## config.mk

```make
export PLATFORM = sky130hd
export DESIGN_NAME = data_mem_arbiter_flat
export DESIGN_NICKNAME = d
export VERILOG_FILES = /design/src/rtl/data_mem_arbiter_pkg.sv /design/src/rtl/data_mem_arbiter_if.sv /design/src/rtl/data_mem_arbiter_arb2_pick.sv /design/src/rtl/data_mem_arbiter.sv /design/src/flat_wrapper.sv
export SDC_FILE = /design/constraint.sdc
export NUM_CORES = 1
export LEC_CHECK = 0
export BUFFER_PORTS_ARGS = -buffer_cell sky130_fd_sc_hd__buf_2
export CELL_PAD_IN_SITES_DETAIL_PLACEMENT = 0
export CELL_PAD_IN_SITES_GLOBAL_PLACEMENT = 1
export CORE_MARGIN = 8
export CORE_UTILIZATION = 25
export DETAILED_ROUTE_END_ITERATION = 12
export PLACE_DENSITY_LB_ADDON = 0.1
export SLEW_MARGIN = 20
export SYNTH_ARGS = -nofsm -noshare
export SYNTH_HDL_FRONTEND = slang
export SYNTH_HIERARCHICAL = 1
export SYNTH_SLANG_ARGS = --single-unit
export TNS_END_PERCENT = 50
```

## constraint.sdc

```tcl
create_clock -name Clk -period 1.4 [get_ports Clk]
set_input_delay 0.28 -clock Clk [delete_from_list [all_inputs] [get_ports Clk]]
set_output_delay 0.28 -clock Clk [all_outputs]
set_load 0.03 [all_outputs]
```

## src/rtl/data_mem_arbiter_pkg.sv

```systemverilog
// Shared constants and types for the two-requester data memory arbiter.
// Optional build macro: DATA_MEM_ARB_FIXED_PRIO_EN (fixed priority to requester 0).
package data_mem_arb_pkg;

  localparam int ADDR_W = 8;
  localparam int DATA_W = 8;
  localparam int LEN_W  = 4;

  typedef enum logic {
    IDLE  = 1'b0,
    BURST = 1'b1
  } state_t;

  typedef logic [0:0] req_id_t;

  typedef struct packed {
    logic              write;
    logic [ADDR_W-1:0] addr;
    logic [LEN_W-1:0]  len;
  } req_t;

endpackage

```

## src/rtl/data_mem_arbiter_if.sv

```systemverilog
// Request/response and memory-side bundle for data_mem_arbiter.
// The slave modport is the arbiter; the master modport is requesters plus memory.
interface data_mem_arb_if;
  import data_mem_arb_pkg::*;

  logic              ReqValid0, ReqValid1;
  logic              ReqReady0, ReqReady1;
  logic              ReqWrite0, ReqWrite1;
  logic [ADDR_W-1:0] ReqAddr0,  ReqAddr1;
  logic [LEN_W-1:0]  ReqLen0,   ReqLen1;
  logic [DATA_W-1:0] WData0,    WData1;
  logic              BeatAck0,  BeatAck1;
  logic              RspValid0, RspValid1;
  logic [DATA_W-1:0] RspData0,  RspData1;
  logic              MemWriteEn;
  logic [ADDR_W-1:0] MemAddress;
  logic [DATA_W-1:0] MemDataIn;
  logic [DATA_W-1:0] MemDataOut;

  modport slave (
    input  ReqValid0, ReqValid1, ReqWrite0, ReqWrite1, ReqAddr0, ReqAddr1,
           ReqLen0, ReqLen1, WData0, WData1, MemDataOut,
    output ReqReady0, ReqReady1, BeatAck0, BeatAck1, RspValid0, RspValid1,
           RspData0, RspData1, MemWriteEn, MemAddress, MemDataIn
  );

  modport master (
    output ReqValid0, ReqValid1, ReqWrite0, ReqWrite1, ReqAddr0, ReqAddr1,
           ReqLen0, ReqLen1, WData0, WData1, MemDataOut,
    input  ReqReady0, ReqReady1, BeatAck0, BeatAck1, RspValid0, RspValid1,
           RspData0, RspData1, MemWriteEn, MemAddress, MemDataIn
  );

endinterface

```

## src/rtl/data_mem_arbiter_arb2_pick.sv

```systemverilog
// Two-way winner select with a round-robin pointer that flips away from each grantee.
// With DATA_MEM_ARB_FIXED_PRIO_EN defined, requester 0 always wins and the pointer is removed.
module arb2_pick
  import data_mem_arb_pkg::*;
(
  input  logic       clk,
  input  logic       rst_n,
  input  logic [1:0] i_valid,
  input  logic       i_grant,
  output req_id_t    o_winner,
  output logic       o_any
);

`ifdef DATA_MEM_ARB_FIXED_PRIO_EN
  wire w_unused = ^{clk, rst_n, i_grant};

  always_comb begin
    o_any    = |i_valid;
    o_winner = i_valid[0] ? req_id_t'(1'b0) : req_id_t'(1'b1);
  end
`else
  req_id_t r_prio;

  // NOTE: every output of a combinational block gets a default up front so no path can infer a latch.
  always_comb begin
    o_any    = |i_valid;
    o_winner = i_valid[0] ? req_id_t'(1'b0) : req_id_t'(1'b1);
    if (&i_valid) o_winner = r_prio;
  end

  // NOTE: clocked state uses non-blocking assignments so all registers update together at the edge.
  always_ff @(posedge clk or negedge rst_n) begin
    if (!rst_n)       r_prio <= '0;
    else if (i_grant) r_prio <= ~o_winner;
  end
`endif

endmodule

```

## src/rtl/data_mem_arbiter.sv

```systemverilog
// Shares a single-port 256x8 data memory between two burst requesters.
// Build option DATA_MEM_ARB_FIXED_PRIO_EN selects fixed priority instead of round-robin.
module data_mem_arbiter
  import data_mem_arb_pkg::*;
(
  input  logic          Clk,
  input  logic          Reset,
  data_mem_arb_if.slave bus
);

  state_t            r_state;
  req_id_t           r_owner;
  logic              r_write;
  logic [ADDR_W-1:0] r_addr;
  logic [LEN_W-1:0]  r_remaining;
  logic              r_rsp_valid0, r_rsp_valid1;
  logic [DATA_W-1:0] r_rsp_data0, r_rsp_data1;

  req_id_t w_winner;
  logic    w_any;
  logic    w_grant;
  logic    w_beat_wr;
  req_t    w_req;

  arb2_pick u_pick (
    .clk      (Clk),
    .rst_n    (Reset),
    .i_valid  ({bus.ReqValid1, bus.ReqValid0}),
    .i_grant  (w_grant),
    .o_winner (w_winner),
    .o_any    (w_any)
  );

  // Reset gates the grant so ReqReady stays low while reset is held.
  assign w_grant   = (r_state == IDLE) && w_any && Reset;
  assign w_beat_wr = (r_state == BURST) && r_write;

  always_comb begin
    w_req = '{write: bus.ReqWrite0, addr: bus.ReqAddr0, len: bus.ReqLen0};
    if (w_winner == req_id_t'(1'b1))
      w_req = '{write: bus.ReqWrite1, addr: bus.ReqAddr1, len: bus.ReqLen1};
  end

  assign bus.ReqReady0  = w_grant && (w_winner == req_id_t'(1'b0));
  assign bus.ReqReady1  = w_grant && (w_winner == req_id_t'(1'b1));
  assign bus.MemWriteEn = w_beat_wr;
  assign bus.MemAddress = r_addr;
  assign bus.MemDataIn  = !w_beat_wr                   ? '0 :
                          (r_owner == req_id_t'(1'b1)) ? bus.WData1 : bus.WData0;
  assign bus.BeatAck0   = w_beat_wr && (r_owner == req_id_t'(1'b0));
  assign bus.BeatAck1   = w_beat_wr && (r_owner == req_id_t'(1'b1));
  assign bus.RspValid0  = r_rsp_valid0;
  assign bus.RspValid1  = r_rsp_valid1;
  assign bus.RspData0   = r_rsp_data0;
  assign bus.RspData1   = r_rsp_data1;

  always_ff @(posedge Clk or negedge Reset) begin
    if (!Reset) begin
      r_state      <= IDLE;
      r_owner      <= '0;
      r_write      <= 1'b0;
      r_addr       <= '0;
      r_remaining  <= '0;
      r_rsp_valid0 <= 1'b0;
      r_rsp_valid1 <= 1'b0;
      r_rsp_data0  <= '0;
      r_rsp_data1  <= '0;
    end else begin
      r_rsp_valid0 <= 1'b0;
      r_rsp_valid1 <= 1'b0;
      case (r_state)
        IDLE: begin
          if (w_grant) begin
            r_owner     <= w_winner;
            r_write     <= w_req.write;
            r_addr      <= w_req.addr;
            r_remaining <= w_req.len;
            r_state     <= BURST;
          end
        end
        BURST: begin
          if (!r_write) begin
            if (r_owner == req_id_t'(1'b1)) begin
              r_rsp_data1  <= bus.MemDataOut;
              r_rsp_valid1 <= 1'b1;
            end else begin
              r_rsp_data0  <= bus.MemDataOut;
              r_rsp_valid0 <= 1'b1;
            end
          end
          // Address wraps naturally at 2**ADDR_W.
          r_addr      <= r_addr + 1'b1;
          r_remaining <= r_remaining - 1'b1;
          if (r_remaining == '0) r_state <= IDLE;
        end
        default: r_state <= IDLE;
      endcase
    end
  end

endmodule

```

## src/flat_wrapper.sv

```systemverilog
// flat-port wrapper written by rule: the top's interface ports become plain ports
module data_mem_arbiter_flat import data_mem_arb_pkg::*;
  (Clk, Reset, bus_ReqValid0, bus_ReqValid1, bus_ReqWrite0, bus_ReqWrite1, bus_ReqAddr0, bus_ReqAddr1, bus_ReqLen0, bus_ReqLen1, bus_WData0, bus_WData1, bus_MemDataOut, bus_ReqReady0, bus_ReqReady1, bus_BeatAck0, bus_BeatAck1, bus_RspValid0, bus_RspValid1, bus_RspData0, bus_RspData1, bus_MemWriteEn, bus_MemAddress, bus_MemDataIn);
  data_mem_arb_if bus_i ();
  input  logic Clk;
  input  logic Reset;
  input wire logic [$bits(bus_i.ReqValid0)-1:0] bus_ReqValid0;
  input wire logic [$bits(bus_i.ReqValid1)-1:0] bus_ReqValid1;
  input wire logic [$bits(bus_i.ReqWrite0)-1:0] bus_ReqWrite0;
  input wire logic [$bits(bus_i.ReqWrite1)-1:0] bus_ReqWrite1;
  input wire logic [$bits(bus_i.ReqAddr0)-1:0] bus_ReqAddr0;
  input wire logic [$bits(bus_i.ReqAddr1)-1:0] bus_ReqAddr1;
  input wire logic [$bits(bus_i.ReqLen0)-1:0] bus_ReqLen0;
  input wire logic [$bits(bus_i.ReqLen1)-1:0] bus_ReqLen1;
  input wire logic [$bits(bus_i.WData0)-1:0] bus_WData0;
  input wire logic [$bits(bus_i.WData1)-1:0] bus_WData1;
  input wire logic [$bits(bus_i.MemDataOut)-1:0] bus_MemDataOut;
  output wire logic [$bits(bus_i.ReqReady0)-1:0] bus_ReqReady0;
  output wire logic [$bits(bus_i.ReqReady1)-1:0] bus_ReqReady1;
  output wire logic [$bits(bus_i.BeatAck0)-1:0] bus_BeatAck0;
  output wire logic [$bits(bus_i.BeatAck1)-1:0] bus_BeatAck1;
  output wire logic [$bits(bus_i.RspValid0)-1:0] bus_RspValid0;
  output wire logic [$bits(bus_i.RspValid1)-1:0] bus_RspValid1;
  output wire logic [$bits(bus_i.RspData0)-1:0] bus_RspData0;
  output wire logic [$bits(bus_i.RspData1)-1:0] bus_RspData1;
  output wire logic [$bits(bus_i.MemWriteEn)-1:0] bus_MemWriteEn;
  output wire logic [$bits(bus_i.MemAddress)-1:0] bus_MemAddress;
  output wire logic [$bits(bus_i.MemDataIn)-1:0] bus_MemDataIn;
  assign bus_i.ReqValid0 = bus_ReqValid0;
  assign bus_i.ReqValid1 = bus_ReqValid1;
  assign bus_i.ReqWrite0 = bus_ReqWrite0;
  assign bus_i.ReqWrite1 = bus_ReqWrite1;
  assign bus_i.ReqAddr0 = bus_ReqAddr0;
  assign bus_i.ReqAddr1 = bus_ReqAddr1;
  assign bus_i.ReqLen0 = bus_ReqLen0;
  assign bus_i.ReqLen1 = bus_ReqLen1;
  assign bus_i.WData0 = bus_WData0;
  assign bus_i.WData1 = bus_WData1;
  assign bus_i.MemDataOut = bus_MemDataOut;
  assign bus_ReqReady0 = bus_i.ReqReady0;
  assign bus_ReqReady1 = bus_i.ReqReady1;
  assign bus_BeatAck0 = bus_i.BeatAck0;
  assign bus_BeatAck1 = bus_i.BeatAck1;
  assign bus_RspValid0 = bus_i.RspValid0;
  assign bus_RspValid1 = bus_i.RspValid1;
  assign bus_RspData0 = bus_i.RspData0;
  assign bus_RspData1 = bus_i.RspData1;
  assign bus_MemWriteEn = bus_i.MemWriteEn;
  assign bus_MemAddress = bus_i.MemAddress;
  assign bus_MemDataIn = bus_i.MemDataIn;
  data_mem_arbiter u_core (.Clk(Clk), .Reset(Reset), .bus(bus_i));
endmodule
```

==> qor_table.md, run 1 <==
| Item | Value |
| --- | --- |
| Run status | finished with violations |
| Violated checks | negative setup slack |
| Gate count of the mapped netlist | 163 |
| Hold Fails Final Rpt | 0 |
| Leak Pwr | 1.44 nW |
| Post-route clock period utilization | 113% |
| Number of placement rows | 31 |
| Placed standard-cell area | 0.00253 mm² |
| Required time of the critical path | 1120 ps |
| Portion of synthesized cell area occupied by the leading cell type | 45.1% |
| Clock skew after layout | 6.28 ps |
| Startpoint types | register |
| Final setup violation count | 21 |
| DR DRC count | 0 |
| Largest fanout on the critical path | 5 |
| Buffering stage count on the worst path with inverters included | 1 |
| Clock Pin Slew Worst Setup and Hold Paths | 70 ps |
| Setup WS pre-CTS | -132 ps |
| Total of max-cap violations | 0 |
| Maximum clock path buffer count | 2 |
| Most frequently used flop master after synthesis | dfrtp_1 |
| Detailed-route via count | 1,672 |
| DIE WIDTH | 103 µm |
| Pin count of the biggest net entering global routing | 29 |
| DRT Wirelength | 5.66 mm |
| DRT iter0 DRCs | 76 |
| Antenna violations before repair | 0 |
| Total number of clock tree sinks | 34 |
| Final core utilization | 39.4% |
| Detailed-router iteration count before antenna repair | 4 |
| Cell with the most instances after synthesis | dfrtp_1 |
| Routed len/inst | 15.0 µm |
| Fraction of layout instances using a drive strength above 1 | 58.5% |
| Final estimated routing congestion in global placement | 0.705 |
| Kind of critical path | register to output pin |
| HPWL Detailed | 4.40 mm |
| Commonest cells in the netlist | dfrtp_1, mux2i_1, mux2_2 |
| Initial core utilization | 25.9% |
| Type of the tightest min-delay check | primary input to async pin |
| Min cycle time layout | 1580 ps |
| Vias in the first global route | 1,772 |
| Wire length of the first global-routing pass | 8.91 mm |
| Number of warnings issued by yosys | 6 |
| Clock latency of the later-clocked register in the worst-skew pair | 280 ps |
| Antenna Nets Post-Route | 0 |
| Grt ovf | 0 |
| Delay contributed by the slowest stage of the critical path | 460 ps |
| Slew @ Worst Pin | 384 ps |
| Area added between synthesis and finish | 52.1% |
| Area of the die | 0.0106 mm² |
| Cell count after placement | 360 |
| Ys async rst share | 100% |
| Count of unique library cells instantiated by Yosys | 38 |
| Number of storage elements in the synthesis netlist | 34 |
| Dominant cells by area after synthesis | dfrtp_1, mux2_2, mux2i_1, buf_6, nor2_1 |
| Crit path max-delay family | flip-flops |
| Crit. End Element | output pin |
| Netlist Area Pre-Place | 0.00189 mm² |
| Largest area contributor in the netlist | dfrtp_1 |
| Relative max-transition margin | 74.4% |
| Antenna Cells | 0 |
| Core footprint | 0.00729 mm² |
| Layout net count | 333 |
| Worst Setup Slack, final | -183 ps |
| Number of buffers inserted during clock tree synthesis | 5 |
| Port Buf Inserts | 92 |
| Final Cell Area | 0.00287 mm² |
| TritonCTS clock tree | built |
| Max Slew Vio Count | 0 |
| Critical-path cell list | and3b_2, nor2b_4, buf_6 |
| RSZ-0062 raised after global routing | true |
| Top-level I/O count | 93 |
| Combined global-route utilization of all metal layers | 10.7% |
| Sequential element share of the synthesized area | 45.1% |
| Number of standard cells in the layout, taps in and fillers out | 376 |
| H-tree depth reported by CTS | 2 |
| Syn nets | 220 |
| Mean number of vias per cell | 4.45 |
| Buffer type at the clock tree root | clkbuf_8 |
| Vert. Die Dim | 103 µm |
| Power per Cell Area | 2530 mW/mm² |
| Maximum achievable frequency | 632 MHz |
| Master of the slowest instance on the critical path | dfrtp_2 |
| Number of enable-type register cells in the synthesized netlist | 0 |
| Worst VDD drop | 794 µV |
| Per-instance average area after synthesis | 11.6 µm² |
| Data arrival time of the critical path | 1300 ps |
registers in the layout, summed over array words and instances (netlist names):
name	flops
u_core/bus.MemAddress	8
u_core/bus.RspData0	8
u_core/bus.RspData1	8
u_core/bus.RspValid0	1
u_core/bus.RspValid1	1
u_core/r_owner	1
u_core/r_remaining	4
u_core/r_state	1
u_core/r_write	1
u_core/u_pick/r_prio	1
layout make-up:
class | instances | area, µm²
Sequential cell | 34 | 855
Inverter | 5 | 18.8
Multi-Input combinational cell | 115 | 1000
Fill cell | 768 | 4420
Clock inverter | 2 | 60.1
Tap cell | 99 | 124
Clock buffer | 6 | 82.6
Timing Repair Buffer | 115 | 729
path summary, 6_finish.rpt:
check | from | endpoint | slack [ps] | cells after the start
worst max-delay path | u_core/r_state | bus_ReqReady0 | -180 | 3
min in group Clk | bus_MemDataOut[4] | u_core/bus.RspData1[4] | 240 | 2
worst min register to register | u_core/bus.RspData0[7] | u_core/bus.RspData0[7] | 500 | 1
max in group asynchronous | Reset | u_core/r_write | 600 | 3
worst max register to register | u_core/r_write | u_core/bus.RspData0[3] | -40 | 4
worst min-delay path | Reset | u_core/bus.MemAddress[1] | 200 | 3
worst reg2reg max path, delay by kind of cell, from the launching register on:
| kind | cells | cell delay (ps) |
|---|---|---|
| flip-flops | 1 | 450 |
| buffers and inverters | 2 | 350 |
| multiplexers | 1 | 350 |
| AND/OR/NAND/NOR | 1 | 180 |
what timing repair did:
item,CTS,global route
resized for setup,30,13
endpoints found under the setup margin,29,30
hold buffers,2,0
endpoints found under the hold margin,6,0
pin swaps,3,3
buffers inserted,4,2
routing by layer:
layer	vias to the layer above	global-route usage [%]	part of all wire, %
li1	812	-	-
met1	794	12.8	43
met2	60	17.1	45
met3	6	4.32	11
met4	0	3.11	0.97
met5	-	0	0
stage by stage:
| step | hold slack, ps | total power (W) | setup TNS [ps] |
|---|---|---|---|
| after floorplan | -15.6 | 0.00464 | -873 |
| after global placement | 96.8 | 0.00585 | -1360 |
| after detailed placement | 93.7 | 0.00584 | -1370 |
| after CTS | 221 | 0.00725 | -1800 |
| after global routing | 228 | 0.00776 | -3910 |
| final | 203 | 0.00727 | -2060 |
layout by cell type (no fill, tap or decap), drive strengths merged, types with 4 or more instances in the layout:
master | Yosys | final
dfrtp | 34 | 34
mux2i | 23 | 23
nand2 | 7 | 7
o21ai | 4 | 4
mux2 | 23 | 23
buf | 9 | 113
clkbuf | 0 | 6
inv | 5 | 5
a21oi | 5 | 5
a211oi | 5 | 5
nor2 | 11 | 11
cells by family (layout without fill, tap and decap cells):
family                   Yosys count  after routing  synth area share [%]
AO/OA/AOI/OAI                     24             24                  8.89
AND/OR/NAND/NOR                   39             39                  11.5
buffers and inverters             14            128                  5.17
multiplexers                      46             46                  25.9
XOR/XNOR                           3              3                  1.39
adder cells (fa/ha/maj)            3              3                  1.99
flip-flops                        34             34                  45.1
power by group:
group	total [W]	leakage [nW]	switching, W	internal (W)
combinational	0.00419	0.977	0.00238	0.00181
clock	0.00113	0.0714	0.000368	0.000760
sequential	0.00195	0.396	0.000437	0.00151
total	0.00727	1.44	0.00319	0.00408
(Power assumes the default switching activity.)
==> run 2: changes to the inputs <==
--- a/config.mk
+++ b/config.mk
@@ -11,6 +11,8 @@
 export CORE_MARGIN = 8
 export CORE_UTILIZATION = 25
 export DETAILED_ROUTE_END_ITERATION = 12
+export GPL_ROUTABILITY_DRIVEN = 0
+export MAX_ROUTING_LAYER = met4
 export PLACE_DENSITY_LB_ADDON = 0.1
 export SLEW_MARGIN = 20
 export SYNTH_ARGS = -nofsm -noshare
==> constraint.sdc (replaced) <==
create_clock -name Clk -period 1.45 [get_ports Clk]
set_input_delay 0.29 -clock Clk [delete_from_list [all_inputs] [get_ports Clk]]
set_output_delay 0.29 -clock Clk [all_outputs]
set_load 0.03 [all_outputs]
==> run 2 against run 1 <==
  * The flow still finishes with violations (negative setup slack)
  * Worst setup slack improved by 31 ps
  * Die area unchanged
  * Non-clock buffer count rose by 1
  * Via count unchanged
  * Sequential power shrank 4%
  * First-iteration DRC count is 41% lower
  * Core utilization is 1.0 points lower
  * Sequential share of layout area rose by 0.77 points
==> qor_table.md, run 2 (synthesized netlist as in run 1, its figures left out) <==
| Item | Value | Change |
| --- | --- | --- |
| Buffer type at the clock tree root | clkbuf_8 |  |
| Final core utilization | 38.3% | -1.0 points |
| Vias in the first global route | 1,738 | -1.9% |
| Largest fanout on the critical path | 8 | +3 |
| Mean number of vias per cell | 4.45 | unchanged |
| Core footprint | 0.00729 mm² | unchanged |
| Most common cell after layout, fill and taps aside | buf_2 |  |
| Detailed-route via count | 1,672 | unchanged |
| Initial core utilization | 25.9% | unchanged |
| Fillers | 788 | +2.6% |
| Number of buffers inserted during clock tree synthesis | 5 | unchanged |
| Run status | finished with violations |  |
| H-tree depth reported by CTS | 2 | unchanged |
| Slew @ Worst Pin | 338 ps | -46.5 ps |
| Post-route clock period utilization | 110% |  |
| Pin count of the biggest net entering global routing | 26 | -10% |
| Max Slew Vio Count | 0 | unchanged |
| Crit path max-delay family | flip-flops |  |
| Commonest non-fill, non-tap cells in the layout | buf_2, dfrtp_1, buf_4 |  |
| Number of placement rows | 31 | unchanged |
| DIE WIDTH | 103 µm | unchanged |
| Combined global-route utilization of all metal layers | 11.4% | +0.73 points |
| Type of the tightest min-delay check | primary input to async pin |  |
| Leak Pwr | 1.41 nW | -2.3% |
| Pint | 0.00349 W | -14% |
| Top-level I/O count | 93 | unchanged |
| Seq. cell area | 853 µm² | -0.15% |
| Final Cell Area | 0.00279 mm² | -2.7% |
| Maximum clock path buffer count | 2 | unchanged |
| Master of the slowest instance on the critical path | dfrtp_2 |  |
| Relative max-transition margin | 77.5% | +3.1 points |
| Clock network power share | 10.0% | -5.5 points |
| Hold Fails Final Rpt | 0 | unchanged |
| Layout net count | 334 | +0.30% |
| Worst VDD drop | 731 µV | -7.9% |
| DRT Wirelength | 5.75 mm | +1.6% |
| Crit. End Element | output pin |  |
| Maximum achievable frequency | 624 MHz |  |
| Antenna Nets Post-Route | 0 | unchanged |
| Fraction of layout instances using a drive strength above 1 | 57.0% | -1.4 points |
| Placed standard-cell area | 0.00253 mm² | unchanged |
| DRT iter0 DRCs | 45 | -41% |
| Detailed-router iteration count before antenna repair | 4 | unchanged |
| Cell count along the critical path | 4 | +1 |
| DR DRC count | 0 | unchanged |
| Antenna violations before repair | 0 | unchanged |
| Kind of critical path | register to output pin |  |
| Total of max-cap violations | 0 | unchanged |
| Switching share of total power | 46.6% | +2.7 points |
| Vert. Die Dim | 103 µm | unchanged |
| Logic pwr share | 61.5% | +3.8 points |
| TritonCTS clock tree | built |  |
| Final setup violation count | 21 | unchanged |
| Routed len/inst | 15.3 µm | +1.6% |
| Sequential Power Share | 28.5% | +1.7 points |
| HPWL Detailed | 4.43 mm | +0.72% |
| Required time of the critical path | 1160 ps | +40 ps |
| Total number of clock tree sinks | 34 | unchanged |
| Clock Pin Slew Worst Setup and Hold Paths | 60 ps | about the same |
| Violated checks | negative setup slack |  |
| Startpoint types | register |  |
| Summed negative setup slack over all endpoints | -1320 ps | +740 ps |
| Psw | 0.00305 W | -4.3% |
| RSZ-0062 raised after global routing | true |  |
| Port Buf Inserts | 92 | unchanged |
| Min cycle time layout | 1600 ps |  |
| Worst Reg-to-Reg Cells | 5 | +1 |
| Area occupied by multi-input gates | 986 µm² | -1.5% |
| Antenna Cells | 0 | unchanged |
| Clock skew after layout | 5.87 ps | -0.409 ps |
| Setup WS pre-CTS | -90.4 ps | +41.5 ps |
| Critical-path cell list | buf_12, mux2i_4, nor2_1, buf_4 |  |
| Area added between synthesis and finish | 48.1% |  |
| Clock latency of the later-clocked register in the worst-skew pair | 280 ps | about the same |
| Delay contributed by the slowest stage of the critical path | 440 ps | -20 ps |
| Wire length of the first global-routing pass | 9.18 mm | +3.1% |
| Area of the die | 0.0106 mm² | unchanged |
| Power per Cell Area | 2340 mW/mm² | -7.5% |
| Buffering stage count on the worst path with inverters included | 2 | +1 |
| Data arrival time of the critical path | 1310 ps | about the same |
| Worst Setup Slack, final | -152 ps | +30.9 ps |
| Grt ovf | 0 | unchanged |
## run 2: cell count changes in the layout (fill, tap and decap cells not counted), sizes merged
| cell | change |
|---|---|
| buf | +1 |
| bufinv | -2 |
| clkbuf | -1 |
| clkinv | +2 |
## run 2: worst paths after layout
| kind | startpoint | endpoint | slack, ps |
|---|---|---|---|
| min in group Clk | bus_MemDataOut[5] | u_core/bus.RspData0[5] | 250 |
| hold reg to reg | u_core/bus.RspData1[6] | u_core/bus.RspData1[6] | 500 |
| hold / removal | Reset | u_core/bus.MemAddress[3] | 110 |
| setup reg to reg | u_core/r_state | u_core/bus.RspData0[3] | -40 |
| max in group asynchronous | Reset | u_core/r_state | 720 |
| setup / recovery | u_core/r_owner | bus_MemDataIn[6] | -150 |
## run 2: power groups by stage
stage | registers, W | clock network, W | logic, W
after floorplan | 0.00253 | 0 | 0.00195
after global placement | 0.00189 | 0 | 0.00374
after detailed placement | 0.00189 | 0 | 0.00374
after CTS | 0.00187 | 0.000692 | 0.00401
after global routing | 0.00196 | 0.000735 | 0.00435
final | 0.00187 | 0.000656 | 0.00402
## run 2: cell type report
| type | count | area share, % |
|---|---|---|
| Timing Repair Buffer | 116 | 26.2 |
| Tap cell | 99 | 4.43 |
| Multi-Input combinational cell | 115 | 35.3 |
| Inverter | 5 | 0.672 |
| Clock inverter | 2 | 0.358 |
| Clock buffer | 5 | 2.46 |
| Sequential cell | 34 | 30.5 |
## run 2: worst reg2reg max path: stages (launching register included)
cell     delay [ps]
dfrtp_2         400
buf_4           140
buf_4           110
nor3b_1         170
buf_4           210
mux2_2          350
## run 2: metal layers
layer | part of all wire [%] | track usage (%)
met1 | 44 | 14.5
met2 | 45 | 17.1
met3 | 9.5 | 3.65
met4 | 0.92 | 3.00
met5 | 0 | -
## run 2: repair_timing
item	CTS	global route
setup endpoints to repair	18	38
gates resized for setup	26	11
hold buffers	2	0
buffers inserted	4	3
gates cloned	0	0
hold endpoints to repair	4	0
pin swaps	2	4
## run 2: metrics by stage
stage,hold slack [ps],std cells,power (W)
5_1_grt,128,376,0.00704
6_report,112,376,0.00654
3_3_place_gp,106,360,0.00563
2_1_floorplan,-5.59,163,0.00448
3_5_place_dp,104,360,0.00562
4_1_cts,108,373,0.00658
==> run 3: changes to the inputs <==
--- a/config.mk
+++ b/config.mk
@@ -14,6 +14,7 @@
 export GPL_ROUTABILITY_DRIVEN = 0
 export MAX_ROUTING_LAYER = met4
 export PLACE_DENSITY_LB_ADDON = 0.1
+export RECOVER_POWER = 50
 export SLEW_MARGIN = 20
 export SYNTH_ARGS = -nofsm -noshare
 export SYNTH_HDL_FRONTEND = slang
==> run 3 against run 2 <==
  * The flow still finishes with violations (negative setup slack)
  * Register-to-register slack about the same
  * Final area down 0.45%
  * Global-route usage unchanged
  * Combinational power about the same
  * Worst setup slack about the same
  * Hold slack better by 140 ps
  * Clock skew about the same
  * Critical path type unchanged
==> qor_table.md, run 3 (synthesized netlist as in run 1, its figures left out) <==
| Item | Value | Change |
| --- | --- | --- |
| Hold wc startpoint | bus_MemDataOut[5] |  |
| Maximum clock path buffer count | 2 | unchanged |
| Commonest non-fill, non-tap cells in the layout | buf_2, dfrtp_1, buf_4 |  |
| Slew @ Worst Pin | 646 ps | +308 ps |
| Final setup violation count | 21 | unchanged |
| Hold Path Depth | 2 |  |
| Wire length of the first global-routing pass | 9.18 mm | unchanged |
| Grt ovf | 0 | unchanged |
| Post-route clock period utilization | 111% | about the same |
| Worst Setup Slack, final | -152 ps | -0.198 ps |
| RSZ-0062 raised after global routing | true |  |
| Data arrival time of the critical path | 1310 ps | about the same |
| HPWL Detailed | 4.43 mm | unchanged |
| Violated checks | negative setup slack |  |
| Max Slew Vio Count | 0 | unchanged |
| Mean number of vias per cell | 4.44 | about the same |
| Min cycle time layout | 1600 ps | +0.198 ps |
| Pin count of the biggest net entering global routing | 26 | unchanged |
| Largest fanout on the critical path | 8 | unchanged |
| Worst VDD drop | 731 µV | about the same |
| Area added between synthesis and finish | 47.4% |  |
| Buffer type at the clock tree root | clkbuf_8 |  |
| Run status | finished with violations |  |
| TritonCTS clock tree | built |  |
| Worst Reg-to-Reg Cells | 5 | unchanged |
| Detailed-route via count | 1,671 | -0.060% |
| Antenna Nets Post-Route | 0 | unchanged |
| Power per Cell Area | 2350 mW/mm² | +0.31% |
| DR DRC count | 0 | unchanged |
| Seq. cell area | 853 µm² | unchanged |
| Top-level I/O count | 93 | unchanged |
| Core footprint | 0.00729 mm² | unchanged |
| Beginning of the worst register-to-register path | u_core/r_state |  |
| Hold Fails Final Rpt | 0 | unchanged |
| Setup WS pre-CTS | -90.4 ps | unchanged |
| Worst reg-to-reg setup slack | -40 ps | about the same |
| DIE WIDTH | 103 µm | unchanged |
| Maximum achievable frequency | 624 MHz | about the same |
| Area occupied by multi-input gates | 986 µm² | unchanged |
| Area of the die | 0.0106 mm² | unchanged |
| Combined global-route utilization of all metal layers | 11.4% | unchanged |
| H-tree depth reported by CTS | 2 | unchanged |
| Vert. Die Dim | 103 µm | unchanged |
| Antenna violations before repair | 0 | unchanged |
| Total number of clock tree sinks | 34 | unchanged |
| Leak Pwr | 1.40 nW | -1.0% |
| Crit Reg-Reg Endpoint | u_core/bus.RspData0[3] |  |
| Fraction of layout instances using a drive strength above 1 | 55.6% | -1.4 points |
| Number of placement rows | 31 | unchanged |
| Routed len/inst | 15.3 µm | -0.17% |
| Layout net count | 334 | unchanged |
| Clock latency of the later-clocked register in the worst-skew pair | 280 ps | about the same |
| Clock Pin Slew Worst Setup and Hold Paths | 70 ps | about the same |
| Fillers | 792 | +0.51% |
| Required time of the critical path | 1160 ps | about the same |
| DRT Wirelength | 5.74 mm | -0.17% |
| Port Buf Inserts | 92 | unchanged |
| Hold path endpoint | u_core/bus.RspData0[5] |  |
| Vias in the first global route | 1,738 | unchanged |
| Crit. End Element | output pin |  |
| Initial core utilization | 25.9% | unchanged |
| Overall power of the completed layout | 0.00653 W | -0.14% |
| Most common cell after layout, fill and taps aside | buf_2 |  |
| Number of buffers inserted during clock tree synthesis | 5 | unchanged |
| Startpoint types | register |  |
| DRT iter0 DRCs | 44 | -2.2% |
| Antenna Cells | 0 | unchanged |
| Total of max-cap violations | 0 | unchanged |
| Relative max-transition margin | 56.9% | -21 points |
| Detailed-router iteration count before antenna repair | 4 | unchanged |
| Clock skew after layout | 5.82 ps | -0.0540 ps |
| Kind of critical path | register to output pin |  |
| Type of the tightest min-delay check | primary input to register |  |
==> run 3: cell count changes in the layout (fill, tap and decap cells not counted) <==
cell,delta
buf_2,-2
buf_4,-3
clkbuf_1,+4
clkbuf_2,+1
==> run 3: final cells by class <==
type | count | share of cell area (%)
sequential | 34 | 30.7
inverter | 5 | 0.675
clock buffer | 5 | 2.47
timing repair buffer | 116 | 25.9
multi-input combinational | 115 | 35.4
clock inverter | 2 | 0.360
tap | 99 | 4.45
==> run 3: repair_timing <==
item / CTS / global route
buffers inserted: 4 / 3
hold buffers: 2 / 0
setup endpoints to repair: 18 / 38
pin swaps: 2 / 4
hold endpoints to repair: 4 / 0
gates resized for setup: 26 / 11
==> run 3: how the worst max path moves through the flow <==
stage / from / to / slack, ps
floorplan: u_core/r_state / bus_MemDataIn[0] / -50
global placement: bus_ReqValid1 / u_core/bus.MemAddress[5] / -70
detailed placement: bus_ReqValid1 / u_core/bus.MemAddress[5] / -90
CTS: u_core/r_owner / bus_MemDataIn[6] / -150
global route: u_core/r_owner / bus_MemDataIn[6] / -210
finish: u_core/r_owner / bus_MemDataIn[6] / -150
==> run 3: worst max-delay path, cell delays in order (launching register included) <==
cell	delay, ps
dfrtp_2	440
buf_12	160
mux2i_4	180
nor2_1	80
buf_4	160
==> run 3: per-stage QoR <==
| step | utilization (%) | area (µm²) | std cells | TNS [ps] | hold slack [ps] |
|---|---|---|---|---|---|
| floorplan | - | 1890 | 163 | -457 | -5.59 |
| global placement | 34.7 | 2530 | 360 | -407 | 106 |
| detailed placement | 34.7 | 2530 | 360 | -631 | 104 |
| CTS | 37.5 | 2740 | 373 | -1720 | 108 |
| global route | 38.1 | 2780 | 376 | -3720 | 237 |
| finish | 38.1 | 2780 | 376 | -1320 | 248 |
==> run 3: per-layer routing <==
layer | track usage [%] | vias to the layer above | routed length, µm
met5 | - | - | 0
met4 | 3.00 | 0 | 53
met3 | 3.65 | 6 | 547
met2 | 17.1 | 59 | 2600
met1 | 14.5 | 788 | 2540
li1 | - | 818 | -
==> run 3: where the power goes <==
group | switching, W | total, W | leakage [nW] | internal, W
combinational | 0.00230 | 0.00401 | 0.956 | 0.00171
sequential | 0.000412 | 0.00187 | 0.396 | 0.00145
clock | 0.000334 | 0.000656 | 0.0438 | 0.000322
total | 0.00305 | 0.00653 | 1.40 | 0.00348
